**config.mk**
```make
export PLATFORM = sky130hd
export DESIGN_NAME = multicycle_control_fsm
export DESIGN_NICKNAME = d
export VERILOG_FILES = /design/src/rtl/multicycle_control_fsm.sv
export SDC_FILE = /design/constraint.sdc
export NUM_CORES = 1
export LEC_CHECK = 0
export BUFFER_PORTS_ARGS = -buffer_cell sky130_fd_sc_hd__buf_2
export CORE_MARGIN = 2
export CORE_UTILIZATION = 30
export DETAILED_ROUTE_END_ITERATION = 8
export PLACE_DENSITY = 0.64
export SYNTH_ARGS = -nofsm -noshare
export SYNTH_HDL_FRONTEND = slang
export SYNTH_SLANG_ARGS = --single-unit
```
**constraint.sdc**
```tcl
create_clock -name clk -period 1.5 [get_ports clk]
set_input_delay 0.3 -clock clk [delete_from_list [all_inputs] [get_ports clk]]
set_output_delay 0.3 -clock clk [all_outputs]
set_load 0.01 [all_outputs]
```
**src/rtl/multicycle_control_fsm.sv**
```systemverilog
// Main controller for the multicycle RV32I datapath (lw, sw, R-type, I-type, beq).
// Latency: Moore outputs decoded from the state register; PCWrite/ImmSrc/ALUControl also see inputs.
// Backpressure: none; one state per cycle, reset aborts the current instruction.
//
// Ports:
//   clk, reset            rising-edge clock, synchronous active-high reset
//   op, funct3, funct7b5  instruction fields from the IR (stable DECODE..next FETCH)
//   Zero                  ALU zero flag, consulted only in BEQ
//   PCWrite .. ImmSrc     datapath enables and mux selects
//   IllegalInstr          sticky illegal-opcode flag
//
// Optional feature macro: CTRL_ILLEGAL_TRAP_EN
//   defined   - undefined opcode traps into HALT (all enables 0, IllegalInstr=1) until reset
//   undefined - undefined opcode returns to FETCH as a 2-cycle NOP, IllegalInstr tied 0

module multicycle_control_fsm (
    input  logic       clk,
    input  logic       reset,
    input  logic [6:0] op,
    input  logic [2:0] funct3,
    input  logic       funct7b5,
    input  logic       Zero,
    output logic       PCWrite,
    output logic       AdrSrc,
    output logic       MemWrite,
    output logic       IRWrite,
    output logic       RegWrite,
    output logic [1:0] ResultSrc,
    output logic [1:0] ALUSrcA,
    output logic [1:0] ALUSrcB,
    output logic [2:0] ALUControl,
    output logic [1:0] ImmSrc,
    output logic       IllegalInstr
);

    localparam logic [6:0] OP_LW   = 7'b0000011;
    localparam logic [6:0] OP_SW   = 7'b0100011;
    localparam logic [6:0] OP_R    = 7'b0110011;
    localparam logic [6:0] OP_I    = 7'b0010011;
    localparam logic [6:0] OP_BEQ  = 7'b1100011;

    typedef enum logic [3:0] {
        S_FETCH,
        S_DECODE,
        S_MEMADR,
        S_MEMREAD,
        S_MEMWB,
        S_MEMWRITE,
        S_EXECUTER,
        S_EXECUTEI,
        S_ALUWB,
        S_BEQ
`ifdef CTRL_ILLEGAL_TRAP_EN
        ,
        S_HALT
`endif
    } state_t;

    typedef enum logic [1:0] {
        ALU_ADD,
        ALU_SUB,
        ALU_FUNCT
    } alu_op_t;

    state_t  state_q, state_d;
    alu_op_t alu_op;
    logic    branch;
    logic    pc_update;

    // ---------------------------------------------------------------
    // State register
    // ---------------------------------------------------------------
    always_ff @(posedge clk) begin
        if (reset) begin
            state_q <= S_FETCH;
        end else begin
            state_q <= state_d;
        end
    end

    // ---------------------------------------------------------------
    // Next-state logic
    // ---------------------------------------------------------------
    always_comb begin
        state_d = S_FETCH;
        unique case (state_q)
            S_FETCH:  state_d = S_DECODE;
            S_DECODE: begin
                unique case (op)
                    OP_LW, OP_SW: state_d = S_MEMADR;
                    OP_R:         state_d = S_EXECUTER;
                    OP_I:         state_d = S_EXECUTEI;
                    OP_BEQ:       state_d = S_BEQ;
`ifdef CTRL_ILLEGAL_TRAP_EN
                    default:      state_d = S_HALT;
`else
                    default:      state_d = S_FETCH;
`endif
                endcase
            end
            // op[5] separates sw (1) from lw (0) once DECODE has routed here
            S_MEMADR:   state_d = op[5] ? S_MEMWRITE : S_MEMREAD;
            S_MEMREAD:  state_d = S_MEMWB;
            S_EXECUTER: state_d = S_ALUWB;
            S_EXECUTEI: state_d = S_ALUWB;
`ifdef CTRL_ILLEGAL_TRAP_EN
            S_HALT:     state_d = S_HALT;
`endif
            default:    state_d = S_FETCH;
        endcase
    end

    // ---------------------------------------------------------------
    // Moore outputs per state; reset forces FETCH selects with all
    // write enables cleared so an aborted instruction commits nothing.
    // ---------------------------------------------------------------
    always_comb begin
        AdrSrc    = 1'b0;
        MemWrite  = 1'b0;
        IRWrite   = 1'b0;
        RegWrite  = 1'b0;
        ResultSrc = 2'b00;
        ALUSrcA   = 2'b00;
        ALUSrcB   = 2'b00;
        alu_op    = ALU_ADD;
        branch    = 1'b0;
        pc_update = 1'b0;

        if (reset) begin
            ResultSrc = 2'b10;
            ALUSrcB   = 2'b10;
        end else begin
            unique case (state_q)
                S_FETCH: begin
                    IRWrite   = 1'b1;
                    ALUSrcB   = 2'b10;
                    ResultSrc = 2'b10;
                    pc_update = 1'b1;
                end
                S_DECODE: begin
                    // Branch target OldPC + ImmExt lands in ALUOut for BEQ
                    ALUSrcA = 2'b01;
                    ALUSrcB = 2'b01;
                end
                S_MEMADR: begin
                    ALUSrcA = 2'b10;
                    ALUSrcB = 2'b01;
                end
                S_MEMREAD: begin
                    AdrSrc = 1'b1;
                end
                S_MEMWB: begin
                    ResultSrc = 2'b01;
                    RegWrite  = 1'b1;
                end
                S_MEMWRITE: begin
                    AdrSrc   = 1'b1;
                    MemWrite = 1'b1;
                end
                S_EXECUTER: begin
                    ALUSrcA = 2'b10;
                    alu_op  = ALU_FUNCT;
                end
                S_EXECUTEI: begin
                    ALUSrcA = 2'b10;
                    ALUSrcB = 2'b01;
                    alu_op  = ALU_FUNCT;
                end
                S_ALUWB: begin
                    RegWrite = 1'b1;
                end
                S_BEQ: begin
                    ALUSrcA = 2'b10;
                    alu_op  = ALU_SUB;
                    branch  = 1'b1;
                end
                default: begin
                    // HALT: everything stays at zero
                end
            endcase
        end
    end

    assign PCWrite = (branch & Zero) | pc_update;

    // ---------------------------------------------------------------
    // Immediate format select, decoded from op in every state
    // ---------------------------------------------------------------
    always_comb begin
        ImmSrc = 2'b00;
        unique case (op)
            OP_SW:   ImmSrc = 2'b01;
            OP_BEQ:  ImmSrc = 2'b10;
            default: ImmSrc = 2'b00;
        endcase
    end

    // ---------------------------------------------------------------
    // ALU decode
    // ---------------------------------------------------------------
    always_comb begin
        ALUControl = 3'b000;
        unique case (alu_op)
            ALU_SUB:   ALUControl = 3'b001;
            ALU_FUNCT: begin
                unique case (funct3)
                    // funct7b5 only means sub for R-type; for addi it is an immediate bit
                    3'b000:  ALUControl = (op[5] & funct7b5) ? 3'b001 : 3'b000;
                    3'b010:  ALUControl = 3'b101;
                    3'b110:  ALUControl = 3'b011;
                    3'b111:  ALUControl = 3'b010;
                    default: ALUControl = 3'b000;
                endcase
            end
            default:   ALUControl = 3'b000;
        endcase
    end

    // ---------------------------------------------------------------
    // Illegal-opcode flag: HALT is only left through reset, so the
    // state itself is the sticky bit.
    // ---------------------------------------------------------------
`ifdef CTRL_ILLEGAL_TRAP_EN
    assign IllegalInstr = (state_q == S_HALT) & ~reset;
`else
    assign IllegalInstr = 1'b0;
`endif

endmodule

```
==> out/results.ini <==
[status]
violations = setup timing
status = finished with violations

[pwr]
p_total_mw = 0.371
p_leak_nw = 0.469
peakVddDrop_mv = 0.374
power_density_nw_per_um2 = 368

[critical_path]
critPathRequiredTime_ps = 1200
worstPathCellList = nor3_2, nand3_2, ha_4, nand2b_4, a21oi_2, o21ba_4, buf_6
arrival_ps = 1480
r2r-end = state_q[1]$_SDFF_PP0_
path_max_fanout = 3
worstSetupPathType = reg -> out
critPathLaunchType = register
r2r_cells = 6
critPathSlowestCell = dfxtp_2
cpPeakStageDelay_ps = 330
r2r_slack_ps = 210
endpoint_kind = output port
cp-endpoint = ALUControl[0]
startpoint = state_q[1]$_SDFF_PP0_
r2r-start = state_q[1]$_SDFF_PP0_

[job]
maxCapViolCount = 0

[timing]
drv_slew = 0
final.setup.tns_ps = -2440
setup_viol = 14
finClkSkew_ps = 5.21
setup_slack_ps = -282
finalCritPeriodShare_pct = 119
rsz0062_at_grt = yes
period_minus_slack_ps = 1780
max_clock_freq_mhz = 561
hold_violations = 0

[layout]
final_cells = 130
fill_cells = 147
regMostFlops = state_q
final_area_sq_um = 1010
largest_register_ffs = 4
final_core_util_pct = 60.3
fin_nets = 131
syn2layout_area_growth_pct = 94.4
multi_input_area_sq_um = 508
reg_top3 = state_q x4
seq_area_sq_um = 87.6
drive_gt1_share_pct = 75.2
diodes = 0

[yosys]
ys_seq_area_share_pct = 15.5
synth-seq-cells = 4
syn_area_sq_um = 518
dominantRegCellSynth = dfxtp_1
synth.avg_cell_area_sq_um = 7.73
synthArstFlopShare_pct = 0
syn_inst = 67
synth_nets = 83
synth_edf_count = 0
synthDistinctLibCells = 37
yosysWarnings = 0

[clocking]
clockBufferDepth = 2
htree_num_levels = 1
root_buffer = clkbuf_4
path_clk_slew_ps = 40
cts_made_buffers = 3
postCtsHoldBufs = 0
cts_sinks = 4
cts_tree = yes
clock_latency_ps = 240

[grt]
grt.total_usage_pct = 16.6
antenna_found_initial = 0
grt_max_degree = 10
overflow = 0
grt_pass1_vias = 603
grt_pass1_wl_mm = 2.46

[worst_hold_path]
hold_class = in -> reg
hp-start = op[4]

[drt]
drt-met1-wl_um = 601
routed_via_density = 5.05
ant_nets = 0
wl_met2_um = 825
top_layer = met3
drc = 0
dr_total_vias = 656
drt-pass1-iter-count = 4
drt_iter0_drc = 3
wl_met3_um = 105
wire_per_inst_um = 11.8
wl_mm = 1.53

[die]
fp.coreArea_sq_um = 1670
die-area_sq_um = 2080
num_io_pins = 31
row_count = 15
die_width_um = 45.6
die_y_um = 45.6
start_util_pct = 31.0

[place]
dp_hpwl_mm = 1.01
io_buffer_count = 29
placed_cell_area_sq_um = 762
gp_congestion = 0.707
dpl.cell_count = 117

worst max-delay path: cells and delay by family (launching register included):
family	cells	cell delay [ps]
buf+inv	1	120
fa+ha+maj	1	190
flops	1	330
simple gates	3	370
compound gates	2	240
cell type report:
| type | count | share of cell area (%) |
|---|---|---|
| clock buffer | 3 | 2.24 |
| inverter | 5 | 2.61 |
| multi-input combinational | 52 | 50.4 |
| sequential | 4 | 8.70 |
| tap | 17 | 2.11 |
| timing repair buffer | 49 | 33.9 |
stage by stage:
stage          hold slack (ps)  setup WS, ps
2_1_floorplan              477         -46.7
3_3_place_gp               625          -165
3_5_place_dp               631          -183
4_1_cts                    372          -270
5_1_grt                    383          -351
6_report                   377          -282
worst min path at each step:
| stage | end | slack (ps) | cells past startpoint |
|---|---|---|---|
| CTS | state_q[2]$_SDFF_PP0_ | 370 | 3 |
| global route | state_q[2]$_SDFF_PP0_ | 380 | 3 |
| floorplan | state_q[2]$_SDFF_PP0_ | 480 | 2 |
| finish | state_q[2]$_SDFF_PP0_ | 380 | 3 |
| detailed placement | state_q[2]$_SDFF_PP0_ | 630 | 3 |
| global placement | state_q[2]$_SDFF_PP0_ | 630 | 3 |
kinds of logic after synthesis:
logic type,synth area share (%)
other,0.724
AOI/OAI and AO/OA,16.9
DFF,15.5
xor gates and xnor gates,5.07
buffers and inverters,12.1
and+or+nand+nor,44.9
adders and majority gates,4.83
per-layer routing:
layer | track usage [%] | vias up
met5 | 0 | -
met4 | 1.76 | 0
met3 | 7.14 | 0
met2 | 30.1 | 25
met1 | 18.3 | 298
li1 | - | 333
cell usage in the layout, fill, tap and decap left out, drive strengths merged:
cell type  instances
a21o               1
a21oi              5
a22oi              1
and2               2
and3               1
and3b              1
and4bb             2
buf               48
bufbuf             1
clkbuf             3
conb               1
dfxtp              4
ha                 2
inv                5
nand2              1
nand2b             2
nand3              5
nand3b             3
nand4b             1
nor2               5
nor3               2
nor3b              3
nor4               3
o211ai             1
o21ai              2
o21ba              1
o31ai              1
or2                1
or3                2
xnor2              2
xor2               1
synthesized netlist by cell type, types with 2 or more instances:
library cell  count  area [sq um]
dfxtp_1           4          80.1
nand3_1           4          20.0
nor2_1            4          15.0
a21oi_1           3          15.0
buf_4             3          22.5
inv_1             3          11.3
nand3b_1          3          22.5
nor3b_1           3          22.5
a21oi_2           2          17.5
and2_1            2          12.5
and4bb_2          2          25.0
buf_2             2          10.0
ha_1              2          25.0
inv_2             2          7.51
nand2b_1          2          12.5
nor3_1            2          10.0
nor4_1            2          12.5
o21ai_1           2          10.0
xnor2_1           2          17.5
power by group:
group          leakage (nW)  internal, mW  total [mW]  switching, mW
logic                 0.421        0.0625       0.121         0.0585
clock network        0.0138        0.0898       0.138         0.0485
registers            0.0346         0.108       0.112        0.00357
what timing repair did:
| item | CTS | global route |
|---|---|---|
| buffers inserted | 9 | 0 |
| cloned | 1 | 0 |
| pin swaps | 10 | 5 |
| resized for setup | 24 | 5 |
| setup endpoints to repair | 14 | 14 |
No activity file was read; power rests on OpenSTA's default activity.
